[config.mk]
export PLATFORM = sky130hd
export DESIGN_NAME = shift_add_mul_ctrl
export DESIGN_NICKNAME = d
export VERILOG_FILES = /design/src/rtl/shift_add_mul_ctrl.sv
export SDC_FILE = /design/constraint.sdc
export NUM_CORES = 1
export LEC_CHECK = 0
export BUFFER_PORTS_ARGS = -buffer_cell sky130_fd_sc_hd__buf_4
export CORE_ASPECT_RATIO = 1.2
export CORE_MARGIN = 8
export CORE_UTILIZATION = 38
export CTS_BUF_LIST = sky130_fd_sc_hd__clkbuf_8
export DETAILED_ROUTE_END_ITERATION = 7
export PLACE_DENSITY = 0.56
export SYNTH_ARGS = -nofsm -noshare
export SYNTH_HDL_FRONTEND = slang
export SYNTH_SLANG_ARGS = --single-unit
[constraint.sdc]
create_clock -name clk -period 2.9 [get_ports clk]
set_input_delay 0.29 -clock clk [delete_from_list [all_inputs] [get_ports clk]]
set_output_delay 0.29 -clock clk [all_outputs]
set_load 0.02 [all_outputs]
[src/rtl/shift_add_mul_ctrl.sv]
`timescale 1ns/1ps
// shift_add_mul_ctrl: 4x4 unsigned shift-add multiplier, one iteration per clock.
// Ports: clk, rst_n (async, active low), start, a, b in; busy, done, product out.
// Optional: define ZERO_BYPASS_EN to finish zero-operand requests without CALC.

// addition: 4-bit ripple adder, the shared arithmetic resource.
// Ports: a, b, carry_in in; sum, carry_out out.
module addition (
  input  logic [3:0] a,
  input  logic [3:0] b,
  input  logic       carry_in,
  output logic       carry_out,
  output logic [3:0] sum
);

  logic [4:0] c;

  always_comb begin
    c[0] = carry_in;
    for (int i = 0; i < 4; i++) begin
      sum[i]   = a[i] ^ b[i] ^ c[i];
      c[i+1]   = (a[i] & b[i])
               | (a[i] & c[i])
               | (b[i] & c[i]);
    end
    carry_out = c[4];
  end

endmodule

module shift_add_mul_ctrl (
  input  logic       clk,
  input  logic       rst_n,
  input  logic       start,
  input  logic [3:0] a,
  input  logic [3:0] b,
  output logic       busy,
  output logic       done,
  output logic [7:0] product
);

  typedef enum logic [1:0] {
    IDLE = 2'd0,
    CALC = 2'd1,
    DONE = 2'd2
  } state_t;

  state_t     state;
  state_t     state_nx;

  logic [3:0] mcand;
  logic [3:0] hi;
  logic [3:0] lo;
  logic [1:0] cnt;

  logic       add_c;
  logic [3:0] add_s;
  logic       step_c;
  logic [3:0] step_s;

  logic       accept;
  logic       zero_op;
  logic       last;

  addition u_add (
    .a         (hi),
    .b         (mcand),
    .carry_in  (1'b0),
    .carry_out (add_c),
    .sum       (add_s)
  );

  // Partial-product select: add mcand only when
  // the current multiplier bit is set.
  always_comb begin
    step_c = 1'b0;
    step_s = hi;
    if (lo[0]) begin
      step_c = add_c;
      step_s = add_s;
    end
  end

  assign accept = start && (state != CALC);
  assign last   = (state == CALC) && (cnt == 2'd3);

`ifdef ZERO_BYPASS_EN
  assign zero_op = (a == 4'd0) || (b == 4'd0);
`else
  assign zero_op = 1'b0;
`endif

  always_ff @(posedge clk or negedge rst_n) begin
    if (!rst_n) begin
      state <= IDLE;
    end else begin
      state <= state_nx;
    end
  end

  always_comb begin
    state_nx = state;
    busy     = 1'b0;
    done     = 1'b0;
    unique case (state)
      IDLE: begin
        if (accept) begin
          state_nx = zero_op ? DONE : CALC;
        end
      end
      CALC: begin
        busy = 1'b1;
        if (last) begin
          state_nx = DONE;
        end
      end
      DONE: begin
        done = 1'b1;
        if (accept) begin
          state_nx = zero_op ? DONE : CALC;
        end else begin
          state_nx = IDLE;
        end
      end
      default: begin
        state_nx = IDLE;
      end
    endcase
  end

  // Datapath: {hi,lo} shifts right by one each
  // CALC edge with the adder carry entering at the
  // top, so the 9-bit partial sum never overflows.
  always_ff @(posedge clk or negedge rst_n) begin
    if (!rst_n) begin
      mcand   <= 4'd0;
      hi      <= 4'd0;
      lo      <= 4'd0;
      cnt     <= 2'd0;
      product <= 8'h00;
    end else if (accept) begin
      mcand <= a;
      hi    <= 4'd0;
      lo    <= b;
      cnt   <= 2'd0;
      if (zero_op) begin
        product <= 8'h00;
      end
    end else if (state == CALC) begin
      hi  <= {step_c, step_s[3:1]};
      lo  <= {step_s[0], lo[3:1]};
      cnt <= cnt + 2'd1;
      if (last) begin
        product <= {step_c, step_s, lo[3:1]};
      end
    end
  end

endmodule

-- Word level (Yosys, flattened, before mapping)
Index checks and enable logic that the tools add are counted.
- $add $sub $neg: 1
- eq/ne operators: 6
- muxes and demuxes: 14
- bitwise logic cells: 24
- reductions and logical operators: 6
- operators by type and width (kind ; count):
    4-bit two-way mux ; 5
    1-bit AND ; 10
    2-bit two-way mux ; 4
    1-bit bitwise XOR ; 7
    1-bit bitwise OR ; 6
    2-bit one-hot mux with 3 select lines ; 1
    2-bit == test, second input constant ; 2
    1-bit two-way mux ; 4
    2-bit != test, second input constant ; 2
    3-bit AND reduction ; 1
    2-bit by 1-bit adder with 2-bit output, second input constant ; 1
    2-bit by 1-bit == test with 1-bit output, second input constant ; 1
    1-bit logical AND ; 2
    2-bit zero test ; 1
    2-bit by 1-bit != test with 1-bit output, second input constant ; 1
    2-bit AND reduction ; 1
    2-bit nonzero test ; 1
    1-bit inverter ; 1
- register bits: 24
- input port bits: 11
- output and inout bits: 10
- word-level logic and storage cells: 57

-- Logic depth before layout (Yosys ltp)
Gate-level depths: netlist of the first run.
- depth in word-level cells: 13
- gate-level depth with buffers: 8
- gate-level depth less buffers: 8

-- Modules after synthesis
A second synthesis of the first run with hierarchy kept.
- cell total of the unflattened synthesis: 99
- area total of the unflattened synthesis: 1174.9 um^2
- by module, submodules not included (module ; times used ; cells each ; area an instance (um^2) ; seq. area each (um^2)):
    shift_add_mul_ctrl ; 1 ; 85 ; 1057.3 ; 600.6
    addition ; 1 ; 14 ; 117.6 ; 0.0

-- Worst setup path after synthesis of the first run
No wires, ideal clock.
- path type: reg2reg
- start: reg hi[0]
- end: reg product[6]
- setup time: 0.124 ns
- arrival: 1.983 ns
- data required time: 2.776 ns
- path slack: 0.793 ns
- cell stages (with the launch flop): 9
- buffers on the path: 0
- clock period less this slack: 2.107 ns
- path through: dfrtp_1 > ha_1 > inv_1 > fa_1 > fa_1 > inv_1 > fa_1 > mux2i_1 > o21ai_2
- word-level cells in the longest chain between the ends: 9
- elaborated cells on any way between the ends: 11
- classes of those cells: 1 x mux; 10 x bitwise
- ends and longest elaborated chain (what ; RTL line ; text):
    start: declaration ; 52 ; logic [3:0] hi;
    start signal: assignment ; 150 ; hi <= {step_c, step_s[3:1]};
    1-bit AND * ; 22 ; c[i+1] = (a[i] & b[i])
    1-bit AND ; 23 ; | (a[i] & c[i])
    1-bit bitwise OR ; 23 ;
    1-bit bitwise OR * ; 24 ; | (b[i] & c[i]);
    1-bit AND ; 23 ;
    1-bit bitwise OR ; 23 ;
    1-bit bitwise OR * ; 24 ;
    1-bit bitwise XOR * ; 21 ; sum[i] = a[i] ^ b[i] ^ c[i];
    4-bit two-way mux * ; 78 ; if (lo[0]) begin
    end signal: assignment ; 154 ; product <= {step_c, step_s, lo[3:1]};
    end: declaration ; 39 ; output logic [7:0] product
Mark *: on every way between the ends. The rest lies on a longest branch, timed or not.
A chain may end at the register's enable or synchronous reset.

-- Worst setup path in the final report of the first run
Same ends and word-level chain as after synthesis.

==> summary.md, run 1 <==
| Metric | Value |
|---|---|
| Status | `completed` |
| Largest stage delay on the critical path | `0.40 ns` |
| Register Area | `601 um2` |
| # DRC | `0` |
| Nets | `133` |
| Commonest non-fill, non-tap cells in the layout | `dfrtp_1 (24), buf_4 (20), nand2_1 (12), inv_1 (8), nand3_1 (6)` |
| Ant. Diodes | `0` |
| Maxcap violations | `0` |
| Clock skew | `0.00225 ns` |
| Finish-stage setup viols | `0` |
| Max Freq | `446 MHz` |
| Total clock sinks | `24` |
| RSZ-0062 raised after global routing | `false` |
| Sequential element share of the synthesized area | `52.7%` |
| Peak VDD IR | `0.496 mV` |
| 1st-pass router iterations | `5` |
| Core Rows | `21` |
| Initial Util | `40.2%` |
| XOR/XNOR Fraction of Synth Area | `0%` |
| Initial antenna violation count | `0` |
| Critical path startpoint category | `register` |
| Compound-Gate Fraction of Synth Area | `9.11%` |
| P&R area growth vs syn | `20.3%` |
| Hold Fails Final Rpt | `0` |
| Post-synth top area cell | `dfrtp_1` |
| Fill cells | `278` |
| Root Driver | `clkbuf_8` |
| Syn_nets | `111` |
| Period minus WS final | `2.24 ns` |
| Cell at the slowest stage of the critical path | `fa_1` |
| Leakage | `0.688 nW` |
| Routed Antenna Nets | `0` |
| Total global-route track usage | `8.88%` |
| DP Wirelength | `1.51 mm` |
| Vias per inst | `4.70` |
| Clock Latency Late Sink | `0.26 ns` |
| Clock slew at reported path FFs | `0.08 ns` |
| Seq cells post-synth | `24` |
| Multi-input logic area | `479 um2` |
| Number of synthesis warnings | `0` |
| GPL Wtd Cong | `0.686` |
| Mux contribution to synthesized area | `13.6%` |
| Crit-path most repeated cell | `fa_1` |
| WL/cell | `13.4 um` |
| First-pass GRT wire length | `3.57 mm` |
| Post-Synth Adder-Cell Area | `7.46%` |
| CORE AREA | `2840 um2` |
| Proportion of layout cells with a drive suffix above 1 | `35.3%` |
| Slew HR | `78.1%` |
| Total wire length | `2.00 mm` |
| Initial DRC Count | `12` |
| Bufs and invs on worst path | `2` |
| CTS tree | `done` |
| DIE AREA | `5020 um2` |
| Vias post-DR | `705` |
| Worst Path Max Fanout | `3` |
| Period Utilization, post-route | `77.2%` |
| Critical path class | `reg2reg` |
| Die height | `76.0 um` |
| Total gr overflow | `0` |
| Worst Path Arrival | `2.39 ns` |
| Finished Core Util | `48.3%` |
| Largest net degree at the start of global routing | `25` |
| Synth top area cells | `dfrtp_1 (53%), fa_1 (5.3%), mux2_4 (5.3%)` |
| Cells after synthesis | `95` |
| Area share of the largest cell type after synthesis | `52.7%` |
| WP data required | `3.05 ns` |
| Simple-gate share of the synthesized area | `11.9%` |
| Worst Hold Class | `in2reg` |
| Largest family of logic cells by synthesized area | `multiplexers` |
| Post-synth cell types | `23` |
| H-tree levels | `1` |
| Total negative slack | `0 ns` |
| Power density cells | `1070 nW/um2` |
| Number of CTS-inserted buffers | `3` |
| PortBufs | `20` |
| Crit path max-delay family | `adder cells` |
| Vias in the first global route | `746` |
| Mapped Area | `1140 um2` |
| Syn Area/Cell | `12.0 um2` |
| Max-slew violation count | `0` |
| CP cell instances | `ha_1 > inv_1 > fa_1 > fa_1 > inv_1 > fa_1 > mux2i_1 > o21ai_2` |
| Worst slew pin tran | `0.319 ns` |
| Critical Path End Type | `register` |
| Max clock buf depth | `2` |
| Die width | `66.0 um` |
| I/O pins | `21` |
| Most common cell after layout, fill and taps aside | `dfrtp_1` |
where the power goes:
part	internal, mW	switching, mW
logic	0.307	0.346
clock network	0.121	0.0997
registers	0.484	0.113
path summary, 6_finish.rpt:
check / depth (start not counted) / start / slack, ns / endpoint
max: 8 / hi[0] / 0.66 / product[6]
min: 2 / a[3] / 0.25 / mcand[3]
max reg2reg: 8 / hi[0] / 0.66 / product[6]
min reg2reg: 2 / product[3] / 0.48 / product[3]
max in group asynchronous: 2 / rst_n / 2.21 / product[7]
min in group asynchronous: 2 / rst_n / 0.46 / hi[1]
kinds of logic (layout without fill, tap and decap cells):
family	count (synthesis)	after routing
adders and majority gates	5	5
buffers and inverters	13	34
AOI/OAI and AO/OA	17	17
and+or+nand+nor	23	23
DFF	24	24
muxes	13	13
synth_stat cells (all sizes together):
cell type / n
mux2: 8
nor2b: 1
dfrtp: 24
ha: 2
o22ai: 1
inv: 9
a21oi: 1
o21ai: 14
and2b: 1
mux2i: 5
nand2: 13
nand2b: 1
nand3: 6
a211oi: 1
fa: 3
buf: 4
nand3b: 1
what timing repair did:
item / 4_1_cts / 5_1_grt
hold buffers: 1 / 0
endpoints found under the hold margin: 24 / 0
resized for setup: 0 / 0
endpoints found under the setup margin: 0 / 0
buffers inserted: 0 / 0
flip-flops by register name, summed over array words and instances (netlist names):
register,flops
product,8
hi,4
lo,4
mcand,4
cnt,2
state,2
through the flow:
| step | cell area (um2) | hold WS (ns) | worst slack [ns] | std cells | total power [mW] |
|---|---|---|---|---|---|
| 2_1_floorplan | 1140 | -0.00559 | 0.793 | 95 | 1.08 |
| 3_3_place_gp | 1310 | 0.207 | 0.752 | 145 | 1.25 |
| 3_5_place_dp | 1310 | 0.210 | 0.669 | 145 | 1.28 |
| 4_1_cts | 1370 | 0.249 | 0.647 | 150 | 1.50 |
| 5_1_grt | 1370 | 0.246 | 0.481 | 150 | 1.59 |
| 6_report | 1370 | 0.255 | 0.660 | 150 | 1.47 |
layout make-up:
type | instances | area share [%]
clock buffer | 4 | 4.01
timing repair buffer | 21 | 11.7
multi-input combinational | 58 | 34.9
inverter | 9 | 2.46
sequential | 24 | 43.8
tap | 34 | 3.10
per-layer routing:
metal / vias to the layer above / part of all wire [%] / global-route usage [%]
li1: 358 / - / -
met1: 333 / 45 / 10.8
met2: 12 / 50 / 14.1
met3: 2 / 4.0 / 2.50
met4: 0 / 0.95 / 3.85
met5: - / 0 / 0
worst reg2reg max path: stages (launching register included):
cell	delay [ns]
dfrtp_1	0.38
ha_1	0.16
inv_1	0.05
fa_1	0.37
fa_1	0.36
inv_1	0.07
fa_1	0.40
mux2i_1	0.25
o21ai_2	0.09
(Power assumes the default switching activity.)
==> inputs of run 2 (changes only) <==
- PLACE_DENSITY: 0.56 -> 0.58
- clock period: 2.9 -> 1.9 ns (I/O delays scaled with it)
==> summary.md, run 2 (synthesis results as in run 1) <==
| Metric | Value |
|---|---|
| Hold Fails Final Rpt | `0 (unchanged)` |
| Vias post-DR | `733 (was 705)` |
| Total gr overflow | `0 (unchanged)` |
| Critical Path End Type | `register (unchanged)` |
| Total global-route track usage | `9.25% (was 8.88%)` |
| Routed Antenna Nets | `0 (unchanged)` |
| Sw frac | `37.1% (was 38.0%)` |
| Total negative slack | `-0.380 ns (was 0 ns)` |
| Maxcap violations | `0 (unchanged)` |
| Peak VDD IR | `0.874 mV (was 0.496 mV)` |
| RSZ-0062 raised after global routing | `true (was false)` |
| Pre-CTS setup slack | `-0.203 ns (was 0.669 ns)` |
| Largest stage delay on the critical path | `0.41 ns (was 0.40 ns)` |
| Failing checks | `negative setup slack` |
| Non-filler cells, final | `152 (was 150)` |
| GPL Wtd Cong | `0.771 (was 0.686)` |
| Finish-stage setup viols | `2 (was 0)` |
| WL/cell | `14.2 um (was 13.4 um)` |
| Max reg flops | `8 (unchanged)` |
| Core Rows | `21 (unchanged)` |
| Power density cells | `1720 nW/um2 (was 1070 nW/um2)` |
| Commonest non-fill, non-tap cells in the layout | `dfrtp_1 (24), buf_4 (22), nand2_1 (12), inv_1 (6), nand3_1 (6) (was dfrtp_1 (24), buf_4 (20), nand2_1 (12), inv_1 (8), nand3_1 (6))` |
| Hold path depth | `2 (unchanged)` |
| P&R area growth vs syn | `24.0% (was 20.3%)` |
| Design Power | `2.43 mW (was 1.47 mW)` |
| WP data required | `2.06 ns (was 3.05 ns)` |
| Clk network pwr share | `18.7% (was 15.0%)` |
| H-tree levels | `1 (unchanged)` |
| PortBufs | `20 (unchanged)` |
| Die width | `66.0 um (unchanged)` |
| Worst Hold Class | `in2reg (unchanged)` |
| Largest net degree at the start of global routing | `25 (unchanged)` |
| Ant. Diodes | `0 (unchanged)` |
| # DRC | `0 (unchanged)` |
| Pint | `1.53 mW (was 912 uW)` |
| Crit path max-delay family | `adder cells (unchanged)` |
| Cell at the slowest stage of the critical path | `fa_1 (unchanged)` |
| DP Wirelength | `1.59 mm (was 1.51 mm)` |
| Total wire length | `2.15 mm (was 2.00 mm)` |
| Net switching power | `902 uW (was 558 uW)` |
| Max Freq | `477 MHz (was 446 MHz)` |
| Max-slew violation count | `0 (unchanged)` |
| Initial antenna violation count | `0 (unchanged)` |
| Period minus WS final | `2.10 ns (was 2.24 ns)` |
| I/O pins | `21 (unchanged)` |
| Vias in the first global route | `796 (was 746)` |
| Number of CTS-inserted buffers | `3 (unchanged)` |
| First-pass GRT wire length | `3.71 mm (was 3.57 mm)` |
| Max clock buf depth | `2 (unchanged)` |
| Bufs and invs on worst path | `2 (unchanged)` |
| Proportion of layout cells with a drive suffix above 1 | `41.5% (was 35.3%)` |
| Initial Util | `40.2% (unchanged)` |
| CP cell instances | `ha_2 > inv_2 > fa_2 > fa_2 > inv_2 > fa_1 > mux2i_2 > o21ai_1 (was ha_1 > inv_1 > fa_1 > fa_1 > inv_1 > fa_1 > mux2i_1 > o21ai_2)` |
| Placed cells | `147 (was 145)` |
| Critical path startpoint category | `register (unchanged)` |
| Worst Path Max Fanout | `2 (was 3)` |
| 1st-pass router iterations | `4 (was 5)` |
| Clock Latency Late Sink | `0.27 ns (was 0.26 ns)` |
| Worst-case hold slack | `0.147 ns (was 0.255 ns)` |
| Worst Path Arrival | `2.26 ns (was 2.39 ns)` |
| Total clock sinks | `24 (unchanged)` |
| Cell count along the critical path | `8 (unchanged)` |
| Status | `complete, but fails checks (was completed)` |
| Flop pwr share | `37.6% (was 40.6%)` |
| CORE AREA | `2840 um2 (unchanged)` |
| Leakage | `0.699 nW (was 0.688 nW)` |
| Reg2Reg Depth | `8 (unchanged)` |
| Clock slew at reported path FFs | `0.09 ns (was 0.08 ns)` |
| Clock skew | `0.00112 ns (was 0.00225 ns)` |
| Vias per inst | `4.82 (was 4.70)` |
| Root Driver | `clkbuf_8 (unchanged)` |
| Most common cell after layout, fill and taps aside | `dfrtp_1 (unchanged)` |
| Nets | `135 (was 133)` |
| CTS tree | `done (unchanged)` |
| Die height | `76.0 um (unchanged)` |
| Worst slew pin tran | `0.420 ns (was 0.319 ns)` |
| Slew HR | `71.7% (was 78.1%)` |
| Period Utilization, post-route | `110% (was 77.2%)` |
| Critical path class | `reg2reg (unchanged)` |
| Fin worst setup slack | `-0.197 ns (was 0.660 ns)` |
| Initial DRC Count | `23 (was 12)` |
| Comb power frac | `43.8% (was 44.4%)` |
| DIE AREA | `5020 um2 (unchanged)` |
| Largest Register | `product (unchanged)` |
## run 2: cell count changes in the layout (fill, tap and decap cells not counted), sizes merged
cell | before | now
buf | 20 | 22
bufinv | 0 | 1
clkbuf | 4 | 3
## run 2: through the flow
stage | util, % | area, um2
floorplan | - | 1150
global placement | 46.8 | 1330
detailed placement | 46.8 | 1330
CTS | 49.8 | 1410
global route | 49.8 | 1410
finish | 49.8 | 1410
## run 2: path summary, 6_finish.rpt
path	from	slack [ns]	to
worst max-delay path	mcand[0]	-0.20	hi[2]
worst min-delay path	a[0]	0.15	mcand[0]
worst max register to register	mcand[0]	-0.20	hi[2]
worst min register to register	product[5]	0.49	product[5]
max in group asynchronous	rst_n	1.31	mcand[1]
min in group asynchronous	rst_n	0.35	product[4]
## run 2: timing repair
| item | CTS | global route |
|---|---|---|
| hold endpoints to repair | 24 | 0 |
| pin swaps | 1 | 1 |
| gates resized for setup | 2 | 0 |
| hold buffers | 1 | 0 |
| endpoints found under the setup margin | 2 | 2 |
| gates cloned | 0 | 0 |
| setup buffers | 0 | 0 |
## run 2: layout make-up
type,instances,area (um2)
clock buffer,3,41.3
inverter,9,33.8
multi-input combinational,58,490
sequential,24,601
tap,34,42.5
clock inverter,1,30.0
fill,272,1420
timing repair buffer,23,175
## run 2: per-layer routing
metal  global-route usage [%]  routed length [um]
met2                     13.7                1010
met3                     2.21                 125
met4                     5.78                  56
met5                        0                   0
met1                     11.6                 960
## run 2: worst reg2reg max path: cells and delay by family (launching register included)
kind / cells / cell delay, ns
fa+ha+maj: 4 / 1.26
flops: 1 / 0.36
mux: 1 / 0.20
buf+inv: 2 / 0.10
compound gates: 1 / 0.08
## run 2: power by group through the flow
stage | sequential [mW] | clock, mW | combinational [mW]
finish | 0.912 | 0.454 | 1.06
CTS | 0.918 | 0.464 | 1.09
global route | 0.950 | 0.478 | 1.20
floorplan | 0.961 | 0 | 0.698
global placement | 0.912 | 0 | 1.04
detailed placement | 0.921 | 0 | 1.07
==> inputs of run 3 (changes only) <==
- SKIP_CTS_REPAIR_TIMING: default -> 1
- SYNTH_HIERARCHICAL: default -> 1
==> summary.md, run 3 <==
| Metric | Value |
|---|---|
| Slack of the worst reg-to-reg path | `-0.29 ns (was -0.20 ns)` |
| Root Driver | `clkbuf_8 (unchanged)` |
| Ant. Diodes | `0 (unchanged)` |
| DIE AREA | `5130 um2 (was 5020 um2)` |
| Syn Area/Cell | `11.9 um2 (was 12.0 um2)` |
| Net switching power | `917 uW (was 902 uW)` |
| Period minus WS final | `2.19 ns (was 2.10 ns)` |
| Peak VDD IR | `0.822 mV (was 0.874 mV)` |
| Initial DRC Count | `24 (was 23)` |
| Clock slew at reported path FFs | `0.08 ns (was 0.09 ns)` |
| Clock Latency Late Sink | `0.27 ns (about the same)` |
| First-pass GRT wire length | `3.66 mm (was 3.71 mm)` |
| Die height | `76.9 um (was 76.0 um)` |
| Largest stage delay on the critical path | `0.40 ns (was 0.41 ns)` |
| Worst Path Max Fanout | `2 (unchanged)` |
| Worst Hold Class | `in2reg (unchanged)` |
| Max clock buf depth | `2 (unchanged)` |
| Power density cells | `1650 nW/um2 (was 1720 nW/um2)` |
| Hold path depth | `2 (unchanged)` |
| Failing checks | `negative setup slack (unchanged)` |
| Die width | `66.8 um (was 66.0 um)` |
| Reg2Reg Depth | `10 (was 8)` |
| H-tree levels | `1 (unchanged)` |
| Clk network pwr share | `14.8% (was 18.7%)` |
| Pint | `1.44 mW (was 1.53 mW)` |
| Post-synth cell types | `24 (was 23)` |
| Placed cells | `153 (was 147)` |
| CP cell instances | `inv_2 > fa_2 > inv_2 > fa_2 > fa_2 > inv_2 > fa_1 > inv_1 > mux2i_2 > o21ai_1 (was ha_2 > inv_2 > fa_2 > fa_2 > inv_2 > fa_1 > mux2i_2 > o21ai_1)` |
| Cell Area, Placed | `1350 um2 (was 1330 um2)` |
| Largest Register | `product (unchanged)` |
| Pre-CTS setup slack | `-0.288 ns (was -0.203 ns)` |
| Cells after synthesis | `99 (was 95)` |
| Comb power frac | `45.8% (was 43.8%)` |
| Worst Hold Path EP | `mcand[1] (was mcand[0])` |
| I/O pins | `21 (unchanged)` |
| Routed Antenna Nets | `0 (unchanged)` |
| Hold_sp | `a[1] (was a[0])` |
| Sw frac | `39.0% (was 37.1%)` |
| Initial Util | `39.2% (was 40.2%)` |
| Area share of the largest cell type after synthesis | `51.1% (was 52.7%)` |
| Worst Path Arrival | `2.39 ns (was 2.26 ns)` |
| Post-Layout Inst Area | `1420 um2 (was 1410 um2)` |
| Status | `complete, but fails checks (unchanged)` |
| Syn_nets | `115 (was 111)` |
| Commonest cells post-synth | `dfrtp_1 (24), inv_1 (12), nand2_1 (11) (was dfrtp_1 (24), nand2_1 (12), inv_1 (8))` |
| Critical Path End Type | `register (unchanged)` |
| Design Power | `2.35 mW (was 2.43 mW)` |
| Top_reg_cell synth | `dfrtp_1 (unchanged)` |
| Total clock sinks | `24 (unchanged)` |
| WL/cell | `13.6 um (was 14.2 um)` |
| Async S/R FF share, synth | `100% (unchanged)` |
| Critical path class | `reg2reg (unchanged)` |
| Max-slew violation count | `0 (unchanged)` |
| Commonest non-fill, non-tap cells in the layout | `dfrtp_1 (24), buf_4 (22), nand2_1 (11), inv_1 (8) (was dfrtp_1 (24), buf_4 (22), nand2_1 (12), inv_1 (6), nand3_1 (6))` |
| Origin of the critical flop-to-flop path | `mcand[0] (unchanged)` |
| Non-filler cells, final | `158 (was 152)` |
| Hold Fails Final Rpt | `0 (unchanged)` |
| Total wire length | `2.15 mm (about the same)` |
| R2r endpoint | `hi[2] (unchanged)` |
| Total gr overflow | `0 (unchanged)` |
| Seq cells post-synth | `24 (unchanged)` |
| Critical path startpoint category | `register (unchanged)` |
| Number of synthesis warnings | `6 (was 0)` |
| P&R area growth vs syn | `21.1% (was 24.0%)` |
| Cell at the slowest stage of the critical path | `dfrtp_1 (was fa_1)` |
| Finish-stage setup viols | `4 (was 2)` |
| Fin worst setup slack | `-0.289 ns (was -0.197 ns)` |
| CTS tree | `done (unchanged)` |
| Vias per inst | `4.78 (was 4.82)` |
| Post-synth top area cell | `dfrtp_1 (unchanged)` |
| CORE AREA | `3000 um2 (was 2840 um2)` |
| Max Freq | `457 MHz (was 477 MHz)` |
| Sequential element share of the synthesized area | `51.1% (was 52.7%)` |
| Maxcap violations | `0 (unchanged)` |
| Total global-route track usage | `9.32% (was 9.25%)` |
| Proportion of layout cells with a drive suffix above 1 | `41.0% (was 41.5%)` |
| Core Rows | `22 (was 21)` |
| Period Utilization, post-route | `115% (was 110%)` |
| Largest net degree at the start of global routing | `25 (unchanged)` |
| 1st-pass router iterations | `4 (unchanged)` |
| Most common cell after layout, fill and taps aside | `dfrtp_1 (unchanged)` |
| DP Wirelength | `1.57 mm (was 1.59 mm)` |
| Number of CTS-inserted buffers | `3 (unchanged)` |
| Synth top area cells | `dfrtp_1 (51%), fa_1 (6.8%), mux2i_1 (6.0%) (was dfrtp_1 (53%), fa_1 (5.3%), mux2_4 (5.3%))` |
| Flop pwr share | `39.4% (was 37.6%)` |
| Max reg flops | `8 (unchanged)` |
| Vias post-DR | `755 (was 733)` |
| WP data required | `2.10 ns (was 2.06 ns)` |
| Initial antenna violation count | `0 (unchanged)` |
| RSZ-0062 raised after global routing | `true (unchanged)` |
| Post-synth EDFFs | `0 (unchanged)` |
| Count leader, synth | `dfrtp_1 (unchanged)` |
| GPL Wtd Cong | `0.734 (was 0.771)` |
| Worst-case hold slack | `0.144 ns (was 0.147 ns)` |
| Clock skew | `0.00305 ns (was 0.00112 ns)` |
| # DRC | `0 (unchanged)` |
| Leakage | `0.711 nW (was 0.699 nW)` |
| Nets | `139 (was 135)` |
| Vias in the first global route | `813 (was 796)` |
| PortBufs | `20 (unchanged)` |
| Mapped Area | `1170 um2 (was 1140 um2)` |
## run 3: cell types whose count changed after synthesis, moves of 2 or more
cell,change
mux2i_1,+2
buf_2,-3
buf_6,+2
inv_1,+4
## run 3: how the worst max path moves through the flow
stage                   from    endpoint  cells after the start
global placement       hi[0]  product[6]                     10
global route        mcand[0]       hi[2]                     10
detailed placement  mcand[0]       hi[2]                     10
finish              mcand[0]       hi[2]                     10
CTS                 mcand[0]       hi[2]                     10
floorplan              hi[0]       hi[2]                     10
## run 3: cells by family (layout without fill, tap and decap cells)
logic type | after synthesis | count (layout) | share of synthesized area [%]
AND/OR/NAND/NOR | 22 | 22 | 11.2
multiplexers | 14 | 14 | 13.6
adder cells (fa/ha/maj) | 5 | 5 | 7.88
AO/OA/AOI/OAI | 16 | 16 | 8.41
buffers and inverters | 17 | 40 | 7.45
flip-flops | 24 | 24 | 51.1
other | 1 | 1 | 0.319
## run 3: area by class of cell
type | count | area, um2
Fill cell | 277 | 1580
Sequential cell | 24 | 601
Inverter | 13 | 48.8
Tap cell | 36 | 45.0
Timing Repair Buffer | 23 | 175
Multi-Input combinational cell | 58 | 498
Clock buffer | 4 | 55.1
## run 3: through the flow
stage               utilization (%)  setup TNS [ns]
global placement               45.1          -0.480
CTS                            47.0          -0.717
global route                   47.4           -1.12
floorplan                         -          -0.380
detailed placement             45.1          -0.609
finish                         47.4          -0.633
## run 3: routing by layer
metal  vias to the layer above  wire length [um]  track usage, %
met5                         -                 0               0
met1                       362               911            10.5
met4                         0                57            5.78
li1                        367                 -               -
met3                         5               175            3.49
met2                        21              1010            14.2
## run 3: power groups by stage
| stage | Clock (mW) | Combinational [mW] | Sequential (mW) |
|---|---|---|---|
| floorplan | 0 | 0.734 | 0.975 |
| global placement | 0 | 1.06 | 0.923 |
| detailed placement | 0 | 1.08 | 0.940 |
| CTS | 0.367 | 1.08 | 0.930 |
| global route | 0.382 | 1.21 | 0.964 |
| finish | 0.347 | 1.08 | 0.928 |
## run 3: critical path: cells and delay by family, from the launching register on
family | cells | cell delay (ns)
adder cells (fa/ha/maj) | 4 | 1.28
flip-flops | 1 | 0.40
buffers and inverters | 4 | 0.24
AO/OA/AOI/OAI | 1 | 0.13
multiplexers | 1 | 0.08
